**src/rtl/cic_interpolator.sv**
```systemverilog
// -----------------------------------------------------------------------------
// cic_interpolator
//
// Three-stage CIC interpolator with a differential delay of one. It upsamples
// a s16.15 stream by R = 2^F (F = 0..4) and sits between the transmit channel
// filter and the DAC-rate datapath. One input sample is requested every R
// enabled clocks, and one output sample is produced on every enabled clock.
// The output is normalised to unity DC gain (divide by R^2), rounded, and
// saturated back to s16.15.
//
// Datapath:
//   x_n -> 3 combs (low rate, advance only on in_req)
//       -> zero-stuffing register u (comb output or 0)
//       -> 3 integrators (high rate)
//       -> round, shift by 2F, saturate -> y_n
// Latency from a requested sample to its first output is 5 clocks for every R.
//
// Ports:
//   clk                   clock; all state changes on the rising edge
//   rst_n                 asynchronous active-low reset
//   EN                    clock enable; 0 freezes all state and drops in_req
//   bypass                1: y_n <= x_n every enabled cycle; filter state held
//   x_n                   signed input sample, consumed when in_req = 1
//   Interpolation_Factor  F, giving R = 2^F; codes 5..7 behave as 4
//   in_req                combinational request; x_n must be valid this cycle
//   y_n                   registered signed output sample
//
// Handshake: in_req is a pull strobe with no back-pressure. Upstream must
// present a valid x_n in every cycle where in_req = 1; the sample is taken on
// that rising edge. In bypass, a sample is taken on every enabled cycle.
// -----------------------------------------------------------------------------
module cic_interpolator #(
  parameter int DATA_WIDTH = 16,
  parameter int ACC_WIDTH  = 26
) (
  input  logic                         clk,
  input  logic                         rst_n,
  input  logic                         EN,
  input  logic                         bypass,
  input  logic signed [DATA_WIDTH-1:0] x_n,
  input  logic        [2:0]            Interpolation_Factor,
  output logic                         in_req,
  output logic signed [DATA_WIDTH-1:0] y_n
);

  // Saturation limits, expressed at the width of the post-shift value.
  localparam logic signed [ACC_WIDTH:0] MAX_Y =
    {{(ACC_WIDTH-DATA_WIDTH+2){1'b0}}, {(DATA_WIDTH-1){1'b1}}};
  localparam logic signed [ACC_WIDTH:0] MIN_Y =
    {{(ACC_WIDTH-DATA_WIDTH+2){1'b1}}, {(DATA_WIDTH-1){1'b0}}};

  // ---------------------------------------------------------------------------
  // State
  // ---------------------------------------------------------------------------
  logic        [2:0]            r_f;     // registered, clamped factor
  logic        [3:0]            r_ph;    // phase within one input period
  logic signed [ACC_WIDTH-1:0]  r_d1;    // comb delay registers
  logic signed [ACC_WIDTH-1:0]  r_d2;
  logic signed [ACC_WIDTH-1:0]  r_d3;
  logic signed [ACC_WIDTH-1:0]  r_u;     // zero-stuffed comb output
  logic signed [ACC_WIDTH-1:0]  r_i1;    // integrators
  logic signed [ACC_WIDTH-1:0]  r_i2;
  logic signed [ACC_WIDTH-1:0]  r_i3;
  logic signed [DATA_WIDTH-1:0] r_y;

  // ---------------------------------------------------------------------------
  // Control
  // ---------------------------------------------------------------------------
  logic        [2:0]            w_f_clamped;
  logic                         w_f_change;
  logic                         w_run;
  logic                         w_ph_zero;
  logic        [3:0]            w_ph_max;

  // Factor codes above 4 behave as 4 (R = 16).
  assign w_f_clamped = (Interpolation_Factor > 3'd4) ? 3'd4 : Interpolation_Factor;
  assign w_f_change  = (w_f_clamped != r_f);
  assign w_run       = EN & ~bypass;
  assign w_ph_zero   = (r_ph == 4'd0);

  // Last phase value is R-1.
  always_comb begin
    w_ph_max = 4'd0;
    case (r_f)
      3'd1:    w_ph_max = 4'd1;
      3'd2:    w_ph_max = 4'd3;
      3'd3:    w_ph_max = 4'd7;
      3'd4:    w_ph_max = 4'd15;
      default: w_ph_max = 4'd0;
    endcase
  end

  // rst_n is included so that no request is seen while reset is held.
  assign in_req = rst_n & EN & (bypass | w_ph_zero);

  // ---------------------------------------------------------------------------
  // Comb section (combinational differences; delays are registered below)
  // ---------------------------------------------------------------------------
  logic signed [ACC_WIDTH-1:0] w_x_ext;
  logic signed [ACC_WIDTH-1:0] w_c1;
  logic signed [ACC_WIDTH-1:0] w_c2;
  logic signed [ACC_WIDTH-1:0] w_c3;

  assign w_x_ext = {{(ACC_WIDTH-DATA_WIDTH){x_n[DATA_WIDTH-1]}}, x_n};
  assign w_c1    = w_x_ext - r_d1;
  assign w_c2    = w_c1 - r_d2;
  assign w_c3    = w_c2 - r_d3;

  // ---------------------------------------------------------------------------
  // Normalisation: (I3 + rnd) >>> 2F, then saturate.
  // One extra bit of headroom is kept so that adding rnd cannot wrap.
  // ---------------------------------------------------------------------------
  logic signed [ACC_WIDTH:0]    w_rnd;
  logic signed [ACC_WIDTH:0]    w_sum;
  logic signed [ACC_WIDTH:0]    w_shifted;
  logic        [3:0]            w_shamt;
  logic signed [DATA_WIDTH-1:0] w_y_sat;

  // rnd = 2^(2F-1), i.e. half of one output LSB; zero when F = 0.
  always_comb begin
    w_rnd = '0;
    case (r_f)
      3'd1:    w_rnd[1] = 1'b1;
      3'd2:    w_rnd[3] = 1'b1;
      3'd3:    w_rnd[5] = 1'b1;
      3'd4:    w_rnd[7] = 1'b1;
      default: w_rnd    = '0;
    endcase
  end

  assign w_shamt   = {r_f, 1'b0};
  assign w_sum     = {r_i3[ACC_WIDTH-1], r_i3} + w_rnd;
  assign w_shifted = w_sum >>> w_shamt;

  always_comb begin
    w_y_sat = w_shifted[DATA_WIDTH-1:0];
    if (w_shifted > MAX_Y) begin
      w_y_sat = {1'b0, {(DATA_WIDTH-1){1'b1}}};
    end else if (w_shifted < MIN_Y) begin
      w_y_sat = {1'b1, {(DATA_WIDTH-1){1'b0}}};
    end
  end

  // ---------------------------------------------------------------------------
  // Sequential state
  // ---------------------------------------------------------------------------
  always_ff @(posedge clk or negedge rst_n) begin
    if (!rst_n) begin
      r_f  <= 3'd0;
      r_ph <= 4'd0;
      r_d1 <= '0;
      r_d2 <= '0;
      r_d3 <= '0;
      r_u  <= '0;
      r_i1 <= '0;
      r_i2 <= '0;
      r_i3 <= '0;
      r_y  <= '0;
    end else if (EN && bypass) begin
      // The filter state is left untouched, so leaving bypass resumes it.
      r_y <= x_n;
    end else if (w_run && w_f_change) begin
      // A factor change restarts the filter. This takes precedence over a
      // sample requested in the same cycle, which is dropped. y_n keeps its
      // last value until the restarted pipeline produces the next sample.
      r_f  <= w_f_clamped;
      r_ph <= 4'd0;
      r_d1 <= '0;
      r_d2 <= '0;
      r_d3 <= '0;
      r_u  <= '0;
      r_i1 <= '0;
      r_i2 <= '0;
      r_i3 <= '0;
    end else if (w_run) begin
      r_ph <= (r_ph == w_ph_max) ? 4'd0 : r_ph + 4'd1;

      // The combs advance once per input sample; R-1 zeros are stuffed
      // between successive comb outputs.
      if (w_ph_zero) begin
        r_d1 <= w_x_ext;
        r_d2 <= w_c1;
        r_d3 <= w_c2;
        r_u  <= w_c3;
      end else begin
        r_u  <= '0;
      end

      // Modular accumulation: wrap-around cancels across the comb/integrator
      // pair, so no overflow handling is needed here.
      r_i1 <= r_i1 + r_u;
      r_i2 <= r_i2 + r_i1;
      r_i3 <= r_i3 + r_i2;
      r_y  <= w_y_sat;
    end
  end

  assign y_n = r_y;

endmodule

```
**config.mk**
```make
export PLATFORM = sky130hd
export DESIGN_NAME = cic_interpolator
export DESIGN_NICKNAME = d
export VERILOG_FILES = /design/src/rtl/cic_interpolator.sv
export SDC_FILE = /design/constraint.sdc
export NUM_CORES = 1
export LEC_CHECK = 0
export ABC_AREA = 1
export CORE_ASPECT_RATIO = 1.1
export CORE_MARGIN = 1
export CORE_UTILIZATION = 40
export DETAILED_ROUTE_END_ITERATION = 8
export GPL_ROUTABILITY_DRIVEN = 0
export GPL_TIMING_DRIVEN = 0
export PLACE_DENSITY_LB_ADDON = 0.05
export SKIP_CTS_REPAIR_TIMING = 1
export SLEW_MARGIN = 20
export SYNTH_ARGS = -nofsm -noshare
export SYNTH_HDL_FRONTEND = slang
export SYNTH_SLANG_ARGS = --single-unit
```
**constraint.sdc**
```tcl
create_clock -name clk -period 6 [get_ports clk]
set_input_delay 0.9 -clock clk [delete_from_list [all_inputs] [get_ports clk]]
set_output_delay 0.9 -clock clk [all_outputs]
set_load 0.1 [all_outputs]
```
==> results of run 1 <==
critical path: cells and delay by family:
| kind | cells | cell delay [ns] |
|---|---|---|
| AND/OR/NAND/NOR | 11 | 1.51 |
| AO/OA/AOI/OAI | 10 | 1.32 |
| adder cells (fa/ha/maj) | 4 | 1.29 |
| buffers and inverters | 5 | 0.91 |
| XOR/XNOR | 1 | 0.23 |
area by class of cell:
class | instances | area share
tap | 507 | 0.0344
buffer | 56 | 0.0128
multi-input combinational | 1797 | 0.567
clock inverter | 13 | 0.00916
sequential | 195 | 0.265
timing repair buffer | 55 | 0.0301
inverter | 281 | 0.0572
clock buffer | 19 | 0.0246
synthesized netlist by cell type (6+ instances only):
cell type,number,area (µm²)
a21o_1,9,67.6
nand4_1,14,87.6
nand2_1,653,2450
o2111ai_1,6,52.6
or2_2,11,68.8
o22ai_1,22,138
xor2_1,54,473
nor3_1,24,120
o21ai_0,233,1170
o31ai_1,6,45.0
a21boi_0,8,60.1
a21oi_1,196,981
o21a_1,7,52.6
fa_1,6,120
a22o_1,8,70.1
a31oi_1,23,144
clkbuf_1,45,169
dfrtp_1,195,4880
nand3_1,116,581
o21bai_1,19,143
o211ai_1,8,60.1
ha_1,148,1850
nor2_1,153,574
nand2_2,9,56.3
inv_1,275,1030
xnor2_1,19,166
stage by stage:
| stage | util | setup TNS [ns] |
|---|---|---|
| after floorplan | - | 0 |
| after global placement | 0.434 | -978.24 |
| after detailed placement | 0.436 | -6.56 |
| after CTS | 0.452 | -1.65 |
| after global routing | 0.467 | -0.187 |
| final | 0.467 | 0 |
routing by layer:
layer  vias to the layer above  wire (µm)  part of all wire  GRT usage
li1                       7894          -                 -          -
met4                         0       1590             0.031     0.0966
met1                      7259      23100              0.46      0.314
met5                         -          0                 0          0
met3                        74       1680             0.033     0.0303
met2                       287      24200              0.48      0.437
cell families after synthesis:
family / after synthesis / share of synthesized area
compound gates: 567 / 0.197
mux: 5 / 0.00311
xor+xnor: 73 / 0.0397
flops: 195 / 0.303
fa+ha+maj: 154 / 0.122
simple gates: 998 / 0.255
buf+inv: 337 / 0.0801
power by group:
part	switching (mW)	leakage [nW]	internal (mW)	total, mW
sequential	0.179	2.65	1.58	1.76
clock	0.570	0.306	0.686	1.26
combinational	5.30	6.11	3.12	8.42
worst max path at each step:
stage / slack, ns / to / cells past startpoint / from
2_1_floorplan: 0.62 / r_u[25] / 30 / x_n[0]
4_1_cts: -0.57 / r_u[25] / 31 / x_n[0]
3_5_place_dp: -1.07 / r_u[25] / 31 / x_n[0]
3_3_place_gp: -5.10 / in_req / 4 / rst_n
5_1_grt: -0.08 / r_u[25] / 35 / x_n[0]
6_report: 0.23 / r_u[25] / 31 / x_n[0]
flip-flops by register name (all words and copies together), names as in the netlist:
name / count
y_n: 16
r_i2: 26
r_f: 3
r_i3: 26
r_d2: 26
r_i1: 26
r_d1: 16
r_u: 26
r_d3: 26
r_ph: 4
==> results by group, run 1 <==
Status
  – Status: completed

Placed design
  – Placed Cells: 2,877
  – DP HPWL: 40,200 µm
  – Area after DPL: approximately 17,000 µm²
  – PortBufs: 39
  – Place WS: -1.07 ns

Layout
  – Area occupied by multi-input gates: around 10,000 µm²
  – Fin cells: just under 3,000
  – Share of layout cells above drive strength 1: 0.0766
  – Fill count: 4,088
  – Fin area: 18,400 µm²
  – Fin nets: 2,580
  – Most frequent cells in the layout: nand2_1 (642), inv_1 (267), o21ai_0 (221)
  – ANT cells: 0
  – Register area: 4880 µm²
  – Syn-to-layout area delta: 14.4%
  – Most common cell after layout, fill and taps aside: nand2_1

Logic synthesis
  – Netlist cell types: 51
  – Syn nets: roughly 2,500
  – YS warnings: 0
  – Sequential area share after synthesis: 0.303
  – Avg Cell Area, Syn: 6.92 µm²
  – Post-synth EDFFs: 0
  – FF+latch count, synth: 195
  – Ys flop type: dfrtp_1
  – Cell count after synthesis: 2,329
  – Post-Syn Area: 16,100 µm²
  – Async S/R FF share, synth: 1.00

Worst setup path
  – FF-to-FF End: r_u[25]
  – Crit-path most repeated cell: nand2_1
  – Worst EP arrival: 6.17 ns
  – R2r setup slk: slightly above 0.8 ns
  – CP Launch Type: primary input
  – Critical path endpoint category: flip-flop
  – Critical-path top delay cell: clkdlybuf4s50_1
  – Origin of the critical flop-to-flop path: r_d1[0]
  – WP data required: 6.40 ns
  – Setup CP Type: primary input to flip-flop
  – R2R cell count: 29
  – Slowest Stage Delay on Critical Path: between 0.4 and 0.5 ns
  – Critical Path Fanout Max: 5

Timing
  – Hold Fails Final Rpt: 0
  – Tcrit/Tclk final: 0.962
  – Actual slew at the worst max-slew pin: 1.03 ns
  – Final Skew: 0.0147 ns
  – Fin. max-slew vios: 0
  – Worst setup slack after layout: 0.229 ns
  – Relative slew slack: 0.313
  – Fmax: 173 MHz
  – Hold_ws: between 0.2 and 0.3 ns
  – Final setup vio count: 0
  – Fin crit period: about 5.8 ns

Global route
  – Global-route wire length before repair: about 80,000 µm
  – Gr ovfl total: 0
  – Vias in the first global route: 14,842
  – Total Routing Usage GR: 0.250
  – Initial antenna violation count: 0
  – Largest net degree at the start of global routing: 87

Job
  – Max_cap viols: 0

Die
  – Starting Density: 0.408
  – Die height: 213 µm
  – I/O pin cnt: 40
  – Core area: about 40,000 µm²
  – Num rows: 76
  – Die width: 193 µm
  – Die area: 41,100 µm²

Pwr
  – Peak VDD IR: 564 µV
  – Cell leakage power: 9.06 nW
  – Power per cell area: 620 nW/µm²
  – Total power: 11.4 mW

Routing
  – First-pass DRT Iterations: 5
  – Detailed-route via count: 15,514
  – Routed Antenna Nets: 0
  – Wirelength per Cell: 17.3 µm
  – Drt via density: 5.31
  – DRT Wirelength: 50,600 µm
  – DRC: 0
  – Iter 0 DRT Violations: 966

Clock tree
  – Root Driver: clkbuf_16
  – Worst skew pair latency: 0.48 ns
  – Sink Count: roughly 200
  – Maximum root-to-sink buffer count: 2
  – H-tree Lvls: 4
  – Cts bufs inserted: 17
  – CTS tree: built
  – Clock-pin slew on the worst setup and hold paths: 0.08 ns

Min path
  – Hold Crit Class: primary input to async pin
Power figures use the tool's default switching activity.
==> inputs of run 2 (changes only) <==
--- a/config.mk
+++ b/config.mk
@@ -6,7 +6,6 @@
 export NUM_CORES = 1
 export LEC_CHECK = 0
 export ABC_AREA = 1
-export CORE_ASPECT_RATIO = 1.1
 export CORE_MARGIN = 1
 export CORE_UTILIZATION = 40
 export DETAILED_ROUTE_END_ITERATION = 8
==> results by group, run 2 (synthesis gave the netlist of run 1 again) <==
Clock tree
  – Cts bufs inserted: 17 (unchanged)
  – Clock-pin slew on the worst setup and hold paths: 0.08 ns (about the same)
  – Sink Count: 195 (unchanged)
  – CTS tree: built
  – Maximum root-to-sink buffer count: 2 (unchanged)
  – Worst skew pair latency: 0.49 ns (about the same)
  – Root Driver: clkbuf_16
  – H-tree Lvls: 4 (unchanged)

Timing
  – Final setup vio count: 0 (unchanged)
  – Fmax: 174 MHz (+0.28%)
  – Hold Fails Final Rpt: 0 (unchanged)
  – Hold_ws: 0.259 ns (-0.0153 ns)
  – RSZ-0062 raised after global routing: true
  – Actual slew at the worst max-slew pin: 1.03 ns (+0.000470 ns)
  – Relative slew slack: 0.312 (-0.000314)
  – Fin. max-slew vios: 0 (unchanged)
  – Final Skew: 0.0156 ns (+0.000848 ns)
  – Fin crit period: 5.75 ns (-0.0159 ns)
  – Tcrit/Tclk final: 0.959 (-0.00265)

Die
  – Die area: 41,100 µm² (about the same)
  – I/O pin cnt: 40 (unchanged)
  – Starting Density: 0.406 (-0.00276)
  – Die height: 203 µm (-4.6%)
  – Core area: 39,700 µm² (+0.68%)
  – Num rows: 73 (-3.9%)
  – Die width: 203 µm (+4.8%)

Layout
  – ANT cells: 0 (unchanged)
  – Most frequent cells in the layout: nand2_1 (645), inv_1 (273), o21ai_0 (225)
  – Share of layout cells above drive strength 1: 0.0656 (-0.0110)
  – Final core occ: 0.461 (-0.00615)
  – Fin nets: 2,574 (-0.23%)
  – Fill count: 4,129 (+1.0%)
  – Area occupied by multi-input gates: 10,400 µm² (-0.93%)
  – Syn-to-layout area delta: 13.7%
  – Register area: 4880 µm² (unchanged)
  – Fin cells: 2,934 (+0.38%)
  – Most common cell after layout, fill and taps aside: nand2_1

Worst setup path
  – Critical-path top delay cell: clkdlybuf4s50_1
  – Origin of the critical flop-to-flop path: r_d1[0]
  – CP Launch Type: primary input
  – Worst EP arrival: 6.13 ns (-0.04 ns)
  – Setup CP Type: primary input to flip-flop
  – Critical path endpoint category: flip-flop
  – WP data required: 6.38 ns (-0.02 ns)
  – Critical Path Fanout Max: 5 (unchanged)
  – Crit path from: x_n[0]
  – Crit-path most repeated cell: nand2_1
  – Slowest Stage Delay on Critical Path: 0.48 ns (about the same)

Global route
  – Vias in the first global route: 14,859 (+0.11%)
  – Initial antenna violation count: 0 (unchanged)
  – Total Routing Usage GR: 0.252 (+0.00192)
  – Gr ovfl total: 0 (unchanged)
  – Global-route wire length before repair: 80,400 µm (+0.35%)
  – Largest net degree at the start of global routing: 87 (unchanged)

Routing
  – Drt via density: 5.30 (-0.17%)
  – DRT Wirelength: 50,900 µm (+0.53%)
  – First-pass DRT Iterations: 5 (unchanged)
  – Routed Antenna Nets: 0 (unchanged)
  – Wirelength per Cell: 17.3 µm (+0.16%)
  – Iter 0 DRT Violations: 913 (-5.5%)
  – Detailed-route via count: 15,546 (+0.21%)
  – DRC: 0 (unchanged)

Pwr
  – Cell leakage power: 9.01 nW (-0.63%)
  – Combinational fraction of design power: 0.728 (-0.008)
  – P_sw: 5.93 mW (-1.9%)
  – Reg power frac: 0.158 (+0.004)
  – Total power: 11.2 mW (-2.4%)
  – Power per cell area: 610 nW/µm² (-1.7%)
  – Internal: 5.23 mW (-2.9%)
  – Sw frac: 0.531 (+0.00267)
  – Clk pwr share: 0.113 (+0.003)
  – Peak VDD IR: 632 µV (+12%)

Min path
  – Hold Crit Class: primary input to async pin

Status
  – Status: completed

Job
  – Max_cap viols: 0 (unchanged)

Placed design
  – PortBufs: 39 (unchanged)
  – Placed Cells: 2,895 (+0.63%)
  – DP HPWL: 40,200 µm (+0.11%)
## run 2: changes by cell type in the layout (fill, tap and decap cells not counted), moves of 3 or more
cell,before,now
inv_6,6,2
buf_4,18,12
nand2_1,642,645
o21ai_1,7,2
inv_1,267,273
o21ai_0,221,225
inv_2,12,6
## run 2: path summary, 6_finish.rpt
check,endpoint,slack (ns),cells after the start
min,r_i2[7],0.26,1
max,r_u[25],0.25,30
max in group asynchronous,r_d2[24],5.00,2
max reg2reg,r_u[25],0.82,28
min reg2reg,y_n[1],0.48,2
min in group clk,y_n[1],0.48,2
## run 2: stage by stage
stage	setup slack, ns	TNS (ns)	instance area [µm²]
2_1_floorplan	0.624	0	16100
3_3_place_gp	-5.14	-988.74	17200
3_5_place_dp	-1.05	-5.71	17200
4_1_cts	-0.540	-1.44	17800
5_1_grt	-0.0990	-0.238	18300
6_report	0.245	0	18300
## run 2: critical path, delay by kind of cell
kind	cells	cell delay, ns
xor gates and xnor gates	1	0.20
and+or+nand+nor	14	2.09
AOI/OAI and AO/OA	8	1.11
adders and majority gates	4	1.24
buffers and inverters	3	0.61
## run 2: layout make-up
class                   count  share of cell area
clock buffers              19              0.0242
repair buffers             49              0.0279
plain buffers              56              0.0129
inverters                 281              0.0576
multi-input cells        1797               0.565
clock inverters            12             0.00984
flip-flops and latches    195               0.266
well taps                 525              0.0359
## run 2: per-layer routing
layer,global-route usage,share of wire,vias to the layer above
met5,0,0,-
met2,0.434,0.48,232
met4,0.0728,0.020,0
met3,0.0369,0.029,51
met1,0.325,0.47,7363
li1,-,-,7900
## run 2: power by group through the flow
stage / logic (mW) / clock network [mW] / registers [mW]
floorplan: 5.17 / 0 / 1.89
global placement: 7.09 / 0 / 1.79
detailed placement: 7.14 / 0 / 1.79
CTS: 7.18 / 1.30 / 1.76
global route: 9.08 / 1.35 / 1.79
finish: 8.13 / 1.27 / 1.77
